==> config.mk <==
export PLATFORM = sky130hd
export DESIGN_NAME = t5_wbarb_flat
export DESIGN_NICKNAME = d
export VERILOG_FILES = /design/src/rtl/t5_wbarb_if.sv /design/src/rtl/t5_wbarb.sv /design/src/flat_wrapper.sv
export SDC_FILE = /design/constraint.sdc
export NUM_CORES = 1
export LEC_CHECK = 0
export ABC_CLOCK_PERIOD_IN_PS = 3030
export CAP_MARGIN = 25
export CORE_AREA = 10 10 99 101
export DETAILED_ROUTE_END_ITERATION = 10
export DIE_AREA = 0 0 109 111
export PLACE_DENSITY = 0.79
export SYNTH_ARGS = -nofsm -noshare
export SYNTH_HDL_FRONTEND = slang
export SYNTH_SLANG_ARGS = --single-unit
export TNS_END_PERCENT = 100
==> constraint.sdc <==
create_clock -name sys_clk -period 3.03 [get_ports sys_clk]
set_input_delay 0.606 -clock sys_clk [delete_from_list [all_inputs] [get_ports sys_clk]]
set_output_delay 0.606 -clock sys_clk [all_outputs]
set_load 0.01 [all_outputs]
==> src/rtl/t5_wbarb_if.sv <==
// Bundle of the N-master and single-slave Wishbone signals around t5_wbarb.
// The arbiter takes the master modport; the surrounding fabric takes the slave modport.
interface t5_wbarb_if #(
  parameter int XLEN = 32,
  parameter int NM   = 2
);
  localparam int SW = XLEN / 8;

  logic [NM*30-1:0]   m_adr;
  logic [NM*XLEN-1:0] m_dto;
  logic [NM*SW-1:0]   m_sel;
  logic [NM-1:0]      m_wre;
  logic [NM-1:0]      m_stb;
  logic [NM-1:0]      m_ack;
  logic [NM-1:0]      m_err;
  logic [XLEN-1:0]    m_dti;

  logic [29:0]        s_adr;
  logic [XLEN-1:0]    s_dto;
  logic [SW-1:0]      s_sel;
  logic               s_wre;
  logic               s_stb;
  logic               s_ack;
  logic [XLEN-1:0]    s_dti;

  modport master (
    input  m_adr, m_dto, m_sel, m_wre, m_stb, s_ack, s_dti,
    output m_ack, m_err, m_dti, s_adr, s_dto, s_sel, s_wre, s_stb
  );

  modport slave (
    output m_adr, m_dto, m_sel, m_wre, m_stb, s_ack, s_dti,
    input  m_ack, m_err, m_dti, s_adr, s_dto, s_sel, s_wre, s_stb
  );
endinterface

==> src/rtl/t5_wbarb.sv <==
// Round-robin NM-to-1 Wishbone arbiter: registered grant (1 cycle request->s_stb), one idle cycle after each transfer.
// The slave stalls by withholding s_ack; an optional timeout releases the bus and pulses m_err to the stalled master.
module t5_wbarb #(
  parameter int XLEN = 32,
  parameter int NM   = 2,
  parameter int TMO  = 255
) (
  input  logic          sys_clk,
  input  logic          sys_rst,
  t5_wbarb_if.master    bus
);

  localparam int SW   = XLEN / 8;
  localparam int PW   = $clog2(NM);
  localparam int TLIM = (TMO > 0) ? TMO - 1 : 0;

  typedef enum logic {
    IDLE  = 1'b0,
    GRANT = 1'b1
  } state_t;

  state_t          state, state_nxt;
  logic [NM-1:0]   gnt, gnt_nxt;
  logic [NM-1:0]   err_q, err_nxt;
  logic [PW-1:0]   ptr, ptr_nxt;
  logic [7:0]      tcnt, tcnt_nxt;

  logic [PW-1:0]   gidx;
  logic [PW-1:0]   gidx_inc;
  logic [PW-1:0]   pick_idx;
  logic            pick_vld;

  logic [29:0]     s_adr_mux;
  logic [XLEN-1:0] s_dto_mux;
  logic [SW-1:0]   s_sel_mux;
  logic            s_wre_mux;
  logic            s_stb_int;
  logic            ack_hit;
  logic            abort;
  logic            tmo_hit;

  // Binary index of the current grant; gnt is one-hot or zero.
  always_comb begin
    gidx = '0;
    for (int i = 0; i < NM; i++) begin
      if (gnt[i]) gidx = PW'(i);
    end
  end

  assign gidx_inc = (gidx == PW'(NM - 1)) ? '0 : gidx + 1'b1;

  // First requester at or above ptr, wrapping from NM-1 back to 0.
  always_comb begin
    logic [PW:0] cand;
    pick_vld = 1'b0;
    pick_idx = '0;
    cand     = '0;
    for (int k = 0; k < NM; k++) begin
      cand = {1'b0, ptr} + (PW+1)'(k);
      if (cand >= (PW+1)'(NM)) cand = cand - (PW+1)'(NM);
      if (!pick_vld && bus.m_stb[cand[PW-1:0]]) begin
        pick_vld = 1'b1;
        pick_idx = cand[PW-1:0];
      end
    end
  end

  // AND-OR mux: with no grant every slave-side field reads as zero.
  always_comb begin
    s_adr_mux = '0;
    s_dto_mux = '0;
    s_sel_mux = '0;
    s_wre_mux = 1'b0;
    for (int i = 0; i < NM; i++) begin
      if (gnt[i]) begin
        s_adr_mux = s_adr_mux | bus.m_adr[i*30 +: 30];
        s_dto_mux = s_dto_mux | bus.m_dto[i*XLEN +: XLEN];
        s_sel_mux = s_sel_mux | bus.m_sel[i*SW +: SW];
        s_wre_mux = s_wre_mux | bus.m_wre[i];
      end
    end
  end

  assign s_stb_int = |(gnt & bus.m_stb);
  assign ack_hit   = bus.s_ack & s_stb_int;
  assign abort     = (state == GRANT) & ~s_stb_int;
  assign tmo_hit   = (TMO != 0) && s_stb_int && !bus.s_ack && (tcnt == 8'(TLIM));

  always_comb begin
    state_nxt = state;
    gnt_nxt   = gnt;
    ptr_nxt   = ptr;
    tcnt_nxt  = tcnt;
    err_nxt   = '0;
    unique case (state)
      IDLE: begin
        if (pick_vld) begin
          state_nxt         = GRANT;
          gnt_nxt           = '0;
          gnt_nxt[pick_idx] = 1'b1;
          tcnt_nxt          = '0;
        end
      end
      GRANT: begin
        // Ack beats a coinciding timeout; a dropped strobe ends the grant silently.
        if (ack_hit || abort || tmo_hit) begin
          state_nxt = IDLE;
          gnt_nxt   = '0;
          ptr_nxt   = gidx_inc;
          tcnt_nxt  = '0;
          if (tmo_hit) err_nxt = gnt;
        end else begin
          tcnt_nxt = tcnt + 8'd1;
        end
      end
      default: begin
        state_nxt = IDLE;
      end
    endcase
  end

  always_ff @(posedge sys_clk or posedge sys_rst) begin
    if (sys_rst) begin
      state <= IDLE;
      gnt   <= '0;
      ptr   <= '0;
      tcnt  <= '0;
      err_q <= '0;
    end else begin
      state <= state_nxt;
      gnt   <= gnt_nxt;
      ptr   <= ptr_nxt;
      tcnt  <= tcnt_nxt;
      err_q <= err_nxt;
    end
  end

  assign bus.s_adr = s_adr_mux;
  assign bus.s_dto = s_dto_mux;
  assign bus.s_sel = s_sel_mux;
  assign bus.s_wre = s_wre_mux;
  assign bus.s_stb = s_stb_int;
  assign bus.m_ack = gnt & {NM{ack_hit}};
  assign bus.m_err = err_q;
  assign bus.m_dti = bus.s_dti;

endmodule

==> src/flat_wrapper.sv <==
// flat-port wrapper written by rule: the top's interface ports become plain ports
module t5_wbarb_flat 
#(
  parameter int XLEN = 32,
  parameter int NM   = 2,
  parameter int TMO  = 255
)
  (sys_clk, sys_rst, bus_m_adr, bus_m_dto, bus_m_sel, bus_m_wre, bus_m_stb, bus_s_ack, bus_s_dti, bus_m_ack, bus_m_err, bus_m_dti, bus_s_adr, bus_s_dto, bus_s_sel, bus_s_wre, bus_s_stb);
  t5_wbarb_if #(.XLEN(XLEN), .NM(NM)) bus_i ();
  input  logic sys_clk;
  input  logic sys_rst;
  input wire logic [$bits(bus_i.m_adr)-1:0] bus_m_adr;
  input wire logic [$bits(bus_i.m_dto)-1:0] bus_m_dto;
  input wire logic [$bits(bus_i.m_sel)-1:0] bus_m_sel;
  input wire logic [$bits(bus_i.m_wre)-1:0] bus_m_wre;
  input wire logic [$bits(bus_i.m_stb)-1:0] bus_m_stb;
  input wire logic [$bits(bus_i.s_ack)-1:0] bus_s_ack;
  input wire logic [$bits(bus_i.s_dti)-1:0] bus_s_dti;
  output wire logic [$bits(bus_i.m_ack)-1:0] bus_m_ack;
  output wire logic [$bits(bus_i.m_err)-1:0] bus_m_err;
  output wire logic [$bits(bus_i.m_dti)-1:0] bus_m_dti;
  output wire logic [$bits(bus_i.s_adr)-1:0] bus_s_adr;
  output wire logic [$bits(bus_i.s_dto)-1:0] bus_s_dto;
  output wire logic [$bits(bus_i.s_sel)-1:0] bus_s_sel;
  output wire logic [$bits(bus_i.s_wre)-1:0] bus_s_wre;
  output wire logic [$bits(bus_i.s_stb)-1:0] bus_s_stb;
  assign bus_i.m_adr = bus_m_adr;
  assign bus_i.m_dto = bus_m_dto;
  assign bus_i.m_sel = bus_m_sel;
  assign bus_i.m_wre = bus_m_wre;
  assign bus_i.m_stb = bus_m_stb;
  assign bus_i.s_ack = bus_s_ack;
  assign bus_i.s_dti = bus_s_dti;
  assign bus_m_ack = bus_i.m_ack;
  assign bus_m_err = bus_i.m_err;
  assign bus_m_dti = bus_i.m_dti;
  assign bus_s_adr = bus_i.s_adr;
  assign bus_s_dto = bus_i.s_dto;
  assign bus_s_sel = bus_i.s_sel;
  assign bus_s_wre = bus_i.s_wre;
  assign bus_s_stb = bus_i.s_stb;
  t5_wbarb #(.XLEN(XLEN), .NM(NM), .TMO(TMO)) u_core (.sys_clk(sys_clk), .sys_rst(sys_rst), .bus(bus_i));
endmodule
== Word level (Yosys, flattened, before mapping) ==
Index checks and enable logic that the tools add are counted.

* Bits in latches: 0
* Memories: 0
* Output and inout port bits: 104
* Input bits: 171
* Flip-flop bits (word level): 14
* Word-level logic and storage cells: 74
* ROM bits: 0
* Memory bits (writable): 0

* Shift-type cells: 0
* Multipliers: 0
* Add/sub/neg operators: 5
* $lt $le $gt $ge: 6
* Equal/unequal tests: 3
* Divide/modulo/power cells: 0
* Bitwise operators: 10
* Reduce and logical (&&, ||, !) cells: 11
* Muxes and demuxes: 34

{| class="wikitable"
|+ Operators with widths
! cell !! count
|-
| $mux W32 || 2
|-
| $mux W30 || 2
|-
| $or A32 B32 Y32 || 1
|-
| $or A30 B30 Y30 || 1
|-
| $mux W1 || 17
|-
| $mux W8 || 2
|-
| $pmux W8 S2 || 1
|-
| $mux W2 || 5
|-
| $add A8 B1 Y8 const B || 1
|-
| $eq A8 B8 Y1 const B || 1
|-
| $mux W4 || 2
|-
| $lt A1 B2 Y1 const B || 3
|-
| $and A2 B2 Y2 || 2
|-
| $logic_and A1 B1 Y1 || 4
|-
| $or A4 B4 Y4 || 1
|-
| $pmux W2 S2 || 1
|-
| $reduce_and A2 Y1 || 2
|-
| $add A1 B1 Y2 const B || 1
|-
| $and A1 B1 Y1 || 2
|-
| $ge A1 B2 Y1 const B || 1
|-
| $ge A2 B2 Y1 const B || 1
|-
| $logic_not A1 Y1 || 2
|-
| $logic_or A1 B1 Y1 || 2
|-
| $ne A2 B1 Y1 const B || 1
|-
| other kinds (9) || 11
|}

== Logic depth before layout (Yosys ltp) ==
* Word-level depth: 14
* Mapped depth: 6
* Depth with buffers taken out: 6

== Worst setup path before layout ==
Ideal clock, no wire load.

* Path type: in2out
* Start point: input bus_m_stb[1]
* End point: output bus_m_ack[0]
* Required time: 2424 ps
* Stages: 3
* Arrival: 1165 ps
* Buffers on the path: 0
* Setup slack: 1259 ps
* Path through: a22oi_4 -> inv_1 -> and3_1

* Cells in the longest elaborated chain, start to end: 4

{| class="wikitable"
|+ Ends and longest elaborated chain
! element !! RTL line !! RTL
|-
| start: declaration || flat_wrapper.sv:16 || <nowiki>input wire logic [$bits(bus_i.m_stb)-1:0] bus_m_stb;</nowiki>
|-
| $and A2 B2 Y2 || t5_wbarb.sv:84 || <nowiki>assign s_stb_int = |(gnt & bus.m_stb);</nowiki>
|-
| $reduce_or A2 Y1 || t5_wbarb.sv:84 ||
|-
| named net bus_s_stb || flat_wrapper.sv:26 || <nowiki>output wire logic [$bits(bus_i.s_stb)-1:0] bus_s_stb;</nowiki>
|-
| $and A1 B1 Y1 || t5_wbarb.sv:85 || <nowiki>assign ack_hit = bus.s_ack & s_stb_int;</nowiki>
|-
| $and A2 B2 Y2 || t5_wbarb.sv:143 || <nowiki>assign bus.m_ack = gnt & {NM{ack_hit}};</nowiki>
|-
| end: declaration || flat_wrapper.sv:19 || <nowiki>output wire logic [$bits(bus_i.m_ack)-1:0] bus_m_ack;</nowiki>
|}

The timed path passes the listed nets, and every way through them passes these cells.

== Final worst setup path ==
* Start point: input bus_m_stb[1]
* End point: output bus_m_ack[1]

* Cells in the longest elaborated chain, start to end: 4

{| class="wikitable"
|+ Ends and longest elaborated chain
! element !! RTL line
|-
| $and A2 B2 Y2 || t5_wbarb.sv:84
|-
| $reduce_or A2 Y1 || t5_wbarb.sv:84
|-
| $and A1 B1 Y1 || t5_wbarb.sv:85
|-
| $and A2 B2 Y2 || t5_wbarb.sv:143
|}

Every way passes these cells.

==> summary.md <==
| Metric | Value |
|---|---|
| Clk root buf | clkbuf_8 |
| Worst VDD drop | just under 0.5 mV |
| Period utilization | 92.7% |
| Crit start category | input pin |
| CP endpoint kind | primary output |
| Iter 0 DRT Violations | 144 |
| CTS H-tree lvls | 1 |
| Mean Syn Cell Area | between 8 and 9 um^2 |
| Post-synth net total | 365 |
| Synth warnings | 0 |
| Post-synthesis cell count | 192 |
| Status | complete, no violations |
| Layout Utilization | 46.0% |
| Routed WL | about 10,000 um |
| Worst hold slack | 0.518 ns |
| Initial DRT Pass Iterations | 5 |
| Register bit total from synthesis | 14 |
| Detailed-route vias per instance | 4.78 |
| Die W | 109 um |
| Cell mode on critical path | clkdlybuf4s50_1 |
| Synth Flop Type | dfrtp_1 |
| Final ANT Viol Nets | 0 |
| Share of cells above drive strength 1 | about 3.6% |
| Hold WC Path Type | reg2reg |
| GP Congestion | between 0.8 and 0.9 |
| Worst Path Required | 2.42 ns |
| Reg power frac | between 10% and 20% |
| Cell chain of the critical path | clkdlybuf4s50_1 > a22oi_4 > inv_1 > and3_1 > clkdlybuf4s50_1 |
| Max incr delay on CP | 0.52 ns |
| Port buffer count | 210 |
| Final Setup Violations | 0 |
| Post-CTS Setup Bufs | 0 |
| Post-DP HPWL | between 8000 and 9000 um |
| Hold Vio Cnt, Final | 0 |
| Worst-Margin Slew | roughly 0.68 ns |
| Leading cell types in the layout, fill and taps excluded | clkdlybuf4s50_1, a22o_1, dfrtp_1 |
| Unique masters post-synth | 32 |
| Residual DRC | 0 |
| Final Critical Period | about 2.8 ns |
| Rows | 33 |
| Worst skew pair latency | 0.25 ns |
| Switching part of the total power | between 30 and 40% |
| Largest net degree at the start of global routing | 42 |
| Clock sinks | 14 |
| Die area | 12,100 um^2 |
| Initial antenna violation count | 0 |
| Worst slack at placement | 0.216 ns |
| CP max-delay cell | clkdlybuf4s50_1 |
| Cell Pwr Density | 619 nW/um^2 |
| Setup TNS | 0 ns |
| Placed instance count | 463 |
| Max-slew violation count | 0 |
| Post-Syn Area | around 1600 um^2 |
| Clock Power Share | under 10% |
| Worst Path Arrival | 2.20 ns |
| EDFF count, synth | 0 |
| Sequential element share of the synthesized area | between 20% and 30% |
| Hold buffer count at cts | 0 |
| Logic pwr share | about 80% |
| Relative slew slack | 54.9% |
| Clock buffer count from CTS | 3 |
| Vias in the first global route | 2,297 |
| Final Skew | 0.00936 ns |
| Bufs on Longest Clock Path | 2 |
| Most common cell after layout, fill and taps aside | clkdlybuf4s50_1 |
| Area Growth Syn to Fin | 123% |
| Worst setup path category | in2out |
| First-pass GRT wire length | 14,700 um |
| P_leak | 1.48 nW |
| Vias after detailed routing | 2,231 |
| GRT Total Usage | 15.4% |
| CTS resizes | 0 |
| Initial core utilization | 20.6% |
| Overflow after GRT | 0 |
| Number of max-cap violations | 0 |
| ANT cells | 0 |
| Clock slew at reported path FFs | ~0.06 ns |
| CTS tree | done |
| Die Height | 111 um |
| Nets | 536 |
| Critical-path maximum fanout | 5 |
| Pint | between 1 and 1.5 mW |
| Ports | 275 |
| Final Worst Setup Slack | between 0.2 and 0.25 ns |
| Switching power | about 900 uW |
| RSZ-0062 raised after global routing | false |
| WL/cell | around 22 um |
| Async SR Flop Fraction | 100% |
| Non-filler instance count after layout | 467 |
| Core Box Area | 7970 um^2 |
| Fmax | 356 MHz |
## power groups by stage
stage                     Sequential, mW  Combinational (mW)  Clock [mW]
after floorplan                    0.231               0.876           0
after global placement             0.297                1.81           0
after detailed placement           0.299                1.82           0
after CTS                          0.295                1.83       0.169
after global routing               0.302                1.92       0.177
final                              0.298                1.81       0.163
## registers in the layout, summed over array words and instances (netlist names)
signal / flops
u_core.tcnt: 8
u_core.bus.m_err: 2
u_core.gnt: 2
u_core.ptr: 1
u_core.state: 1
## worst max-delay path, delay by kind of cell
kind,cells,cell delay [ns]
AOI/OAI and AO/OA,1,0.30
buffers and inverters,3,1.11
and+or+nand+nor,1,0.19
## cell usage after synthesis (3+ instances only)
cell,number,area [um^2]
nor2_1,6,22.5
and3_1,5,31.3
nand2_1,7,26.3
inv_1,5,18.8
a21oi_1,3,15.0
o21ai_0,5,25.0
a22o_1,69,604
clkbuf_1,8,30.0
dfrtp_1,14,350
buf_4,33,248
nand3_1,6,30.0
buf_1,6,22.5
## layout make-up
class,count,area (um^2)
flip-flops and latches,14,353
inverters,5,18.8
clock buffers,4,45.0
multi-input cells,125,971
fillers,759,4310
well taps,105,131
repair buffers,214,2140
## path summary, 6_finish.rpt
check / from / endpoint / slack (ns) / cells past startpoint
worst max-delay path: bus_m_stb[1] / bus_m_ack[1] / 0.22 / 5
worst max register to register: u_core.gnt[0]$_DFFE_PP0P_ / u_core.tcnt[5]$_DFFE_PP0P_ / 1.21 / 4
min in group asynchronous: sys_rst / u_core.tcnt[6]$_DFFE_PP0P_ / 0.69 / 2
max in group asynchronous: sys_rst / u_core.gnt[1]$_DFFE_PP0P_ / 1.94 / 2
worst min register to register: u_core.tcnt[6]$_DFFE_PP0P_ / u_core.tcnt[6]$_DFFE_PP0P_ / 0.52 / 1
worst min-delay path: u_core.tcnt[6]$_DFFE_PP0P_ / u_core.tcnt[6]$_DFFE_PP0P_ / 0.52 / 1
## through the flow
| stage | total power, mW | cell area [um^2] |
|---|---|---|
| global route | 2.40 | 3660 |
| floorplan | 1.11 | 1650 |
| detailed placement | 2.12 | 3620 |
| CTS | 2.30 | 3660 |
| finish | 2.27 | 3660 |
| global placement | 2.11 | 3620 |
## metal layers
layer | up-vias | track usage (%) | wire length (um) | share of wire, %
met5 | - | 0 | 0 | 0
met4 | 0 | 3.78 | 165 | 1.6
met2 | 119 | 28.1 | 5250 | 52
met1 | 1044 | 16.8 | 3760 | 37
li1 | 1053 | - | - | -
met3 | 15 | 4.30 | 893 | 8.9
## cell families after synthesis
family / after synthesis / synth area share [%]
compound gates: 90 / 46.5
buf+inv: 53 / 19.7
simple gates: 32 / 10.3
flops: 14 / 21.3
fa+ha+maj: 2 / 1.52
mux: 1 / 0.608
Note: power is estimated with default switching activity, not from simulation.
